[src/rtl/intr_resp_pkg.sv]
// Shared types and constants for the interrupt acknowledge responder.
// Source indices follow the irq_i bit positions; PRIO_ORDER lists them highest first.
package intr_resp_pkg;

    typedef enum logic [1:0] {
        IDLE = 2'd0,
        PEND = 2'd1,
        ACK  = 2'd2,
        SVC  = 2'd3
    } state_e;

    localparam int NUM_IRQ = 3;

    localparam int IRQ_EXT = 0;
    localparam int IRQ_TMR = 1;
    localparam int IRQ_SW  = 2;

    // external beats software beats timer
    localparam int PRIO_ORDER [NUM_IRQ] = '{IRQ_EXT, IRQ_SW, IRQ_TMR};

    function automatic int prio_src(input int rank);
        return PRIO_ORDER[rank];
    endfunction

endpackage

[src/rtl/intr_prio_enc.sv]
// Combinational priority encoder: picks the highest-priority asserted request as a one-hot grant.
// Zero latency; no backpressure. All-zero request gives all-zero grant.
module intr_prio_enc
    import intr_resp_pkg::*;
(
    input  logic [NUM_IRQ-1:0] req_i,
    output logic [NUM_IRQ-1:0] grant_o
);

    // Walk from lowest to highest priority so the last hit wins.
    always_comb begin
        grant_o = '0;
        for (int k = NUM_IRQ - 1; k >= 0; k--) begin
            if (req_i[prio_src(k)]) begin
                grant_o                = '0;
                grant_o[prio_src(k)]   = 1'b1;
            end
        end
    end

endmodule

[src/rtl/intr_ack_resp.sv]
// Interrupt responder: waits lat_cfg+1 cycles in PEND, emits a 1-cycle one-hot ack, then services svc_cfg+1 cycles.
// Latency from irq rise cycle t to ack is t+lat_cfg+2; irq is ignored outside IDLE/PEND, no backpressure.
module intr_ack_resp
    import intr_resp_pkg::*;
#(
    parameter int CNT_W = 16,
    parameter int CFG_W = 4
) (
    input  logic                       clk,
    input  logic                       rst,
    input  logic                       mie_i,
    input  logic [CFG_W-1:0]           lat_cfg,
    input  logic [CFG_W-1:0]           svc_cfg,
    input  logic [NUM_IRQ-1:0]         irq_i,
    output logic [NUM_IRQ-1:0]         intr_ack_o,
    output logic                       in_service_o,
    output logic                       spurious_o,
    output logic [NUM_IRQ*CNT_W-1:0]   taken_cnt_o,
    output logic [CNT_W-1:0]           spurious_cnt_o
);

    localparam logic [CNT_W-1:0] CNT_MAX = '1;
    localparam logic [CNT_W-1:0] CNT_ONE = CNT_W'(1);
    localparam logic [CFG_W-1:0] CFG_ONE = CFG_W'(1);

    state_e                     state_q, state_d;
    logic [CFG_W-1:0]           lat_cnt_q, lat_cnt_d;
    logic [CFG_W-1:0]           svc_cnt_q, svc_cnt_d;
    logic [NUM_IRQ-1:0]         ack_q, ack_d;
    logic                       in_svc_q, in_svc_d;
    logic                       spur_q, spur_d;
    logic [NUM_IRQ*CNT_W-1:0]   taken_q, taken_d;
    logic [CNT_W-1:0]           spur_cnt_q, spur_cnt_d;

    logic [NUM_IRQ-1:0]         grant;
    logic                       pend;

    intr_prio_enc u_prio_enc (
        .req_i   (irq_i),
        .grant_o (grant)
    );

    assign pend = mie_i & (|irq_i);

    always_comb begin
        state_d    = state_q;
        lat_cnt_d  = lat_cnt_q;
        svc_cnt_d  = svc_cnt_q;
        ack_d      = '0;
        spur_d     = 1'b0;
        taken_d    = taken_q;
        spur_cnt_d = spur_cnt_q;

        case (state_q)
            IDLE: begin
                if (pend) begin
                    state_d   = PEND;
                    lat_cnt_d = lat_cfg;
                end
            end
            PEND: begin
                if (!mie_i) begin
                    state_d = IDLE;
                end else if (irq_i == '0) begin
                    // source withdrew while enabled: count it, masking is not spurious
                    state_d = IDLE;
                    spur_d  = 1'b1;
                    if (spur_cnt_q != CNT_MAX) begin
                        spur_cnt_d = spur_cnt_q + CNT_ONE;
                    end
                end else if (lat_cnt_q == '0) begin
                    state_d = ACK;
                    ack_d   = grant;
                    for (int i = 0; i < NUM_IRQ; i++) begin
                        if (grant[i] && (taken_q[i*CNT_W +: CNT_W] != CNT_MAX)) begin
                            taken_d[i*CNT_W +: CNT_W] = taken_q[i*CNT_W +: CNT_W] + CNT_ONE;
                        end
                    end
                end else begin
                    lat_cnt_d = lat_cnt_q - CFG_ONE;
                end
            end
            ACK: begin
                state_d   = SVC;
                svc_cnt_d = svc_cfg;
            end
            SVC: begin
                if (svc_cnt_q == '0) begin
                    state_d = IDLE;
                end else begin
                    svc_cnt_d = svc_cnt_q - CFG_ONE;
                end
            end
            default: state_d = IDLE;
        endcase

        in_svc_d = (state_d == ACK) || (state_d == SVC);
    end

    always_ff @(posedge clk) begin
        if (rst) begin
            state_q    <= IDLE;
            lat_cnt_q  <= '0;
            svc_cnt_q  <= '0;
            ack_q      <= '0;
            in_svc_q   <= 1'b0;
            spur_q     <= 1'b0;
            taken_q    <= '0;
            spur_cnt_q <= '0;
        end else begin
            state_q    <= state_d;
            lat_cnt_q  <= lat_cnt_d;
            svc_cnt_q  <= svc_cnt_d;
            ack_q      <= ack_d;
            in_svc_q   <= in_svc_d;
            spur_q     <= spur_d;
            taken_q    <= taken_d;
            spur_cnt_q <= spur_cnt_d;
        end
    end

    assign intr_ack_o     = ack_q;
    assign in_service_o   = in_svc_q;
    assign spurious_o     = spur_q;
    assign taken_cnt_o    = taken_q;
    assign spurious_cnt_o = spur_cnt_q;

endmodule

[config.mk]
export PLATFORM = sky130hd
export DESIGN_NAME = intr_ack_resp
export DESIGN_NICKNAME = d
export VERILOG_FILES = /design/src/rtl/intr_resp_pkg.sv /design/src/rtl/intr_prio_enc.sv /design/src/rtl/intr_ack_resp.sv
export SDC_FILE = /design/constraint.sdc
export NUM_CORES = 1
export LEC_CHECK = 0
export ABC_AREA = 1
export CORE_ASPECT_RATIO = 1.25
export CORE_UTILIZATION = 47
export CTS_CLUSTER_SIZE = 28
export DETAILED_ROUTE_END_ITERATION = 16
export PLACE_DENSITY = 0.76
export RECOVER_POWER = 25
export SLEW_MARGIN = 20
export SYNTH_ARGS = -nofsm -noshare
export SYNTH_HDL_FRONTEND = slang
export SYNTH_HIERARCHICAL = 1
export SYNTH_SLANG_ARGS = --single-unit
[constraint.sdc]
create_clock -name clk -period 1.64 [get_ports clk]
set_input_delay 0.164 -clock clk [delete_from_list [all_inputs] [get_ports clk]]
set_output_delay 0.164 -clock clk [all_outputs]
set_load 0.02 [all_outputs]
==> metrics.txt <==
fin area 0.00610 sq mm; port bufs 82; largest family of logic cells by synthesized area simple AND/OR/NAND/NOR gates; CP max-delay cell clkdlybuf4s50_1; yosys warns 6; die area 0.00948 sq mm; Tcrit/Tclk final 99.9%; post-synthesis cell area 0.00427 sq mm; Post-Synth Adder-Cell Area 1.76%; hold crit path type primary input to flip-flop; worst-skew pair later-pin latency 370 ps; final WL 11,700 microns; vias in the first global route 4,378; final setup fails 0; Slew @ Worst Pin 476 ps; # IOs 83; Via Count 4,827; RSZ-0062 raised after global routing yes; Final min period 1640 ps; Setup CP Type flip-flop to output pin; Arr. time, crit path 1470 ps; grt total ovfl 0; nets 842; pwr dens 583 mW/mm^2; final hold vios 0; CP Max Fanout 5; Int Pwr 0.00264 W; Final Total Pwr 0.00356 W; worst vdd ir 0.431 mV; most common cell after layout, fill and taps aside nand2_1; Die Ht 109 microns; die width 87.3 microns; Clock Sinks 78; post-synth cell types 30; WP data required 1480 ps; Starting DRT DRC Count 192; CTS buffer count 9; Clock power frac 36.5%; pin count of the biggest net entering global routing 24; area fraction in compound gates after synthesis 9.37%; NetSw 0.000913 W; initial antenna violation count 0; share of layout cells above drive strength 1 17.8%; simple logic cell fraction of the synthesized area 39.9%; Hold WS 382 ps; Rows 38; H-tree Lvls 3; CP startpoint kind flip-flop; first-pass GRT wire length 18,700 microns; gp weighted congestion 0.885; Mean Syn Cell Area 6.32 sq um; Synth Register Bits 78; most frequent cells in the layout 199 x nand2_1, 114 x nor2_1, 69 x dfxtp_1; status finished, final reports clean; Seq pwr share 54.3%; xor-xnor portion of the synthesized cell area 4.51%; Syn Nets 696; Slew HR 68.0%; combinational share of power 9.2%; Final Skew 3.54 ps; Max-Cap Viols 0; initial core utilization 48.9%; Synth top area share 36.5%; CTS Hold Bufs 0; Post-DP HPWL 8280 microns; drt first pass iters 5; Mapped Cells 676; Antenna Nets Post-Route 0; Reg clk slew, reported paths 80 ps; Antenna Diode Count 0; Final Max Slew Viols 0; CTS tree yes; Max stage delay on crit path 650 ps; Cell Chain, Critical Path clkdlybuf4s50_1; Worst setup EP type output pin; mux cell area share after synthesis 0.234%; root buf cell clkbuf_8; CP bufs+invs 1; via/cell ratio 5.10; drt wl/cell 12.4 microns; CTS Buffer Depth 2; ranking of synthesized cells by area dfxtp_1 37%, nand2_1 19%, nor2_1 11%, a21oi_1 5.9%, nand3_1 5.4%; P_leak 2.72 nW; placed instance area 0.00565 sq mm; CP top delay family buffers and inverters; Total GRT Usage 24.8%; Fmax 610 MHz; DRC 0; top cell type by total area after synthesis dfxtp_1; sequential area share after synthesis 36.5%; Core Util, Final 69.8%; core area 0.00875 sq mm; Area Growth Syn to Fin 42.8%; switching fraction of total power 25.7%
==> final timing paths <==
| check | startpoint | end | slack [ps] | cells after the start |
|---|---|---|---|---|
| setup / recovery | taken_cnt_o[12]$_SDFFE_PP0P_ | taken_cnt_o[12] | 2 | 1 |
| hold reg to reg | svc_cnt_q[2]$_SDFFE_PP0P_ | svc_cnt_q[2]$_SDFFE_PP0P_ | 470 | 2 |
| setup reg to reg | lat_cnt_q[0]$_SDFFE_PP0P_ | taken_cnt_o[12]$_SDFFE_PP0P_ | 10 | 10 |
| hold / removal | svc_cfg[0] | svc_cnt_q[0]$_SDFFE_PP0P_ | 380 | 3 |
==> power groups by stage <==
stage,sequential [W],combinational [W],clock (W)
2_1_floorplan,0.00198,0.000155,0
3_3_place_gp,0.00197,0.000278,0
3_5_place_dp,0.00197,0.000284,0
4_1_cts,0.00193,0.000286,0.00132
5_1_grt,0.00193,0.000364,0.00139
6_report,0.00193,0.000326,0.00130
==> flip-flops by register name, indices dropped and copies added (netlist names) <==
register / count
taken_cnt_o: 48
spurious_cnt_o: 16
lat_cnt_q: 4
svc_cnt_q: 4
intr_ack_o: 3
state_q: 2
spurious_o: 1
==> cells by family after synthesis <==
| logic type | count (synthesis) |
|---|---|
| buffers and inverters | 79 |
| flip-flops | 78 |
| XOR/XNOR | 22 |
| adder cells (fa/ha/maj) | 6 |
| multiplexers | 1 |
| AO/OA/AOI/OAI | 78 |
| AND/OR/NAND/NOR | 412 |
==> synthesized netlist by cell type, drive strengths merged <==
cell,instances
nor2,132
o21ai,24
o21bai,1
ha,6
nand4,4
o221ai,1
a211oi,1
inv,63
nand3,50
and2,2
xnor2,11
xor2,11
a31oi,1
mux2i,1
nand3b,3
buf,8
nand2,214
dfxtp,78
a21oi,50
nor3,7
clkbuf,8
==> what timing repair did <==
action                     in CTS  in global routing
setup endpoints to repair      10                 84
setup buffers                   0                  5
cloned                          0                  2
pin swaps                       0                 15
resized for setup               6                 69
==> area by class of cell <==
class,count,area [sq um]
well taps,120,150
inverters,63,239
clock buffers,11,141
clock inverters,5,25.0
multi-input cells,519,2530
flip-flops and latches,78,1580
fillers,771,2650
repair buffers,151,1450
==> stage by stage <==
stage               setup WS [ps]  TNS (ps)  std cells
CTS                          3.62         0        940
finish                       1.63         0        947
global placement             -115     -3000        924
global route                 -105     -1210        947
floorplan                    2.42         0        676
detailed placement           -175     -5750        924
==> metal layers <==
metal / vias to the layer above / global-route usage, % / wire length (microns)
met5: - / 0 / 0
met3: 23 / 4.62 / 621
met2: 140 / 43.6 / 5900
met4: 0 / 11.4 / 254
met1: 2233 / 29.0 / 4930
li1: 2431 / - / -
No activity file was read; power rests on OpenSTA's default activity.
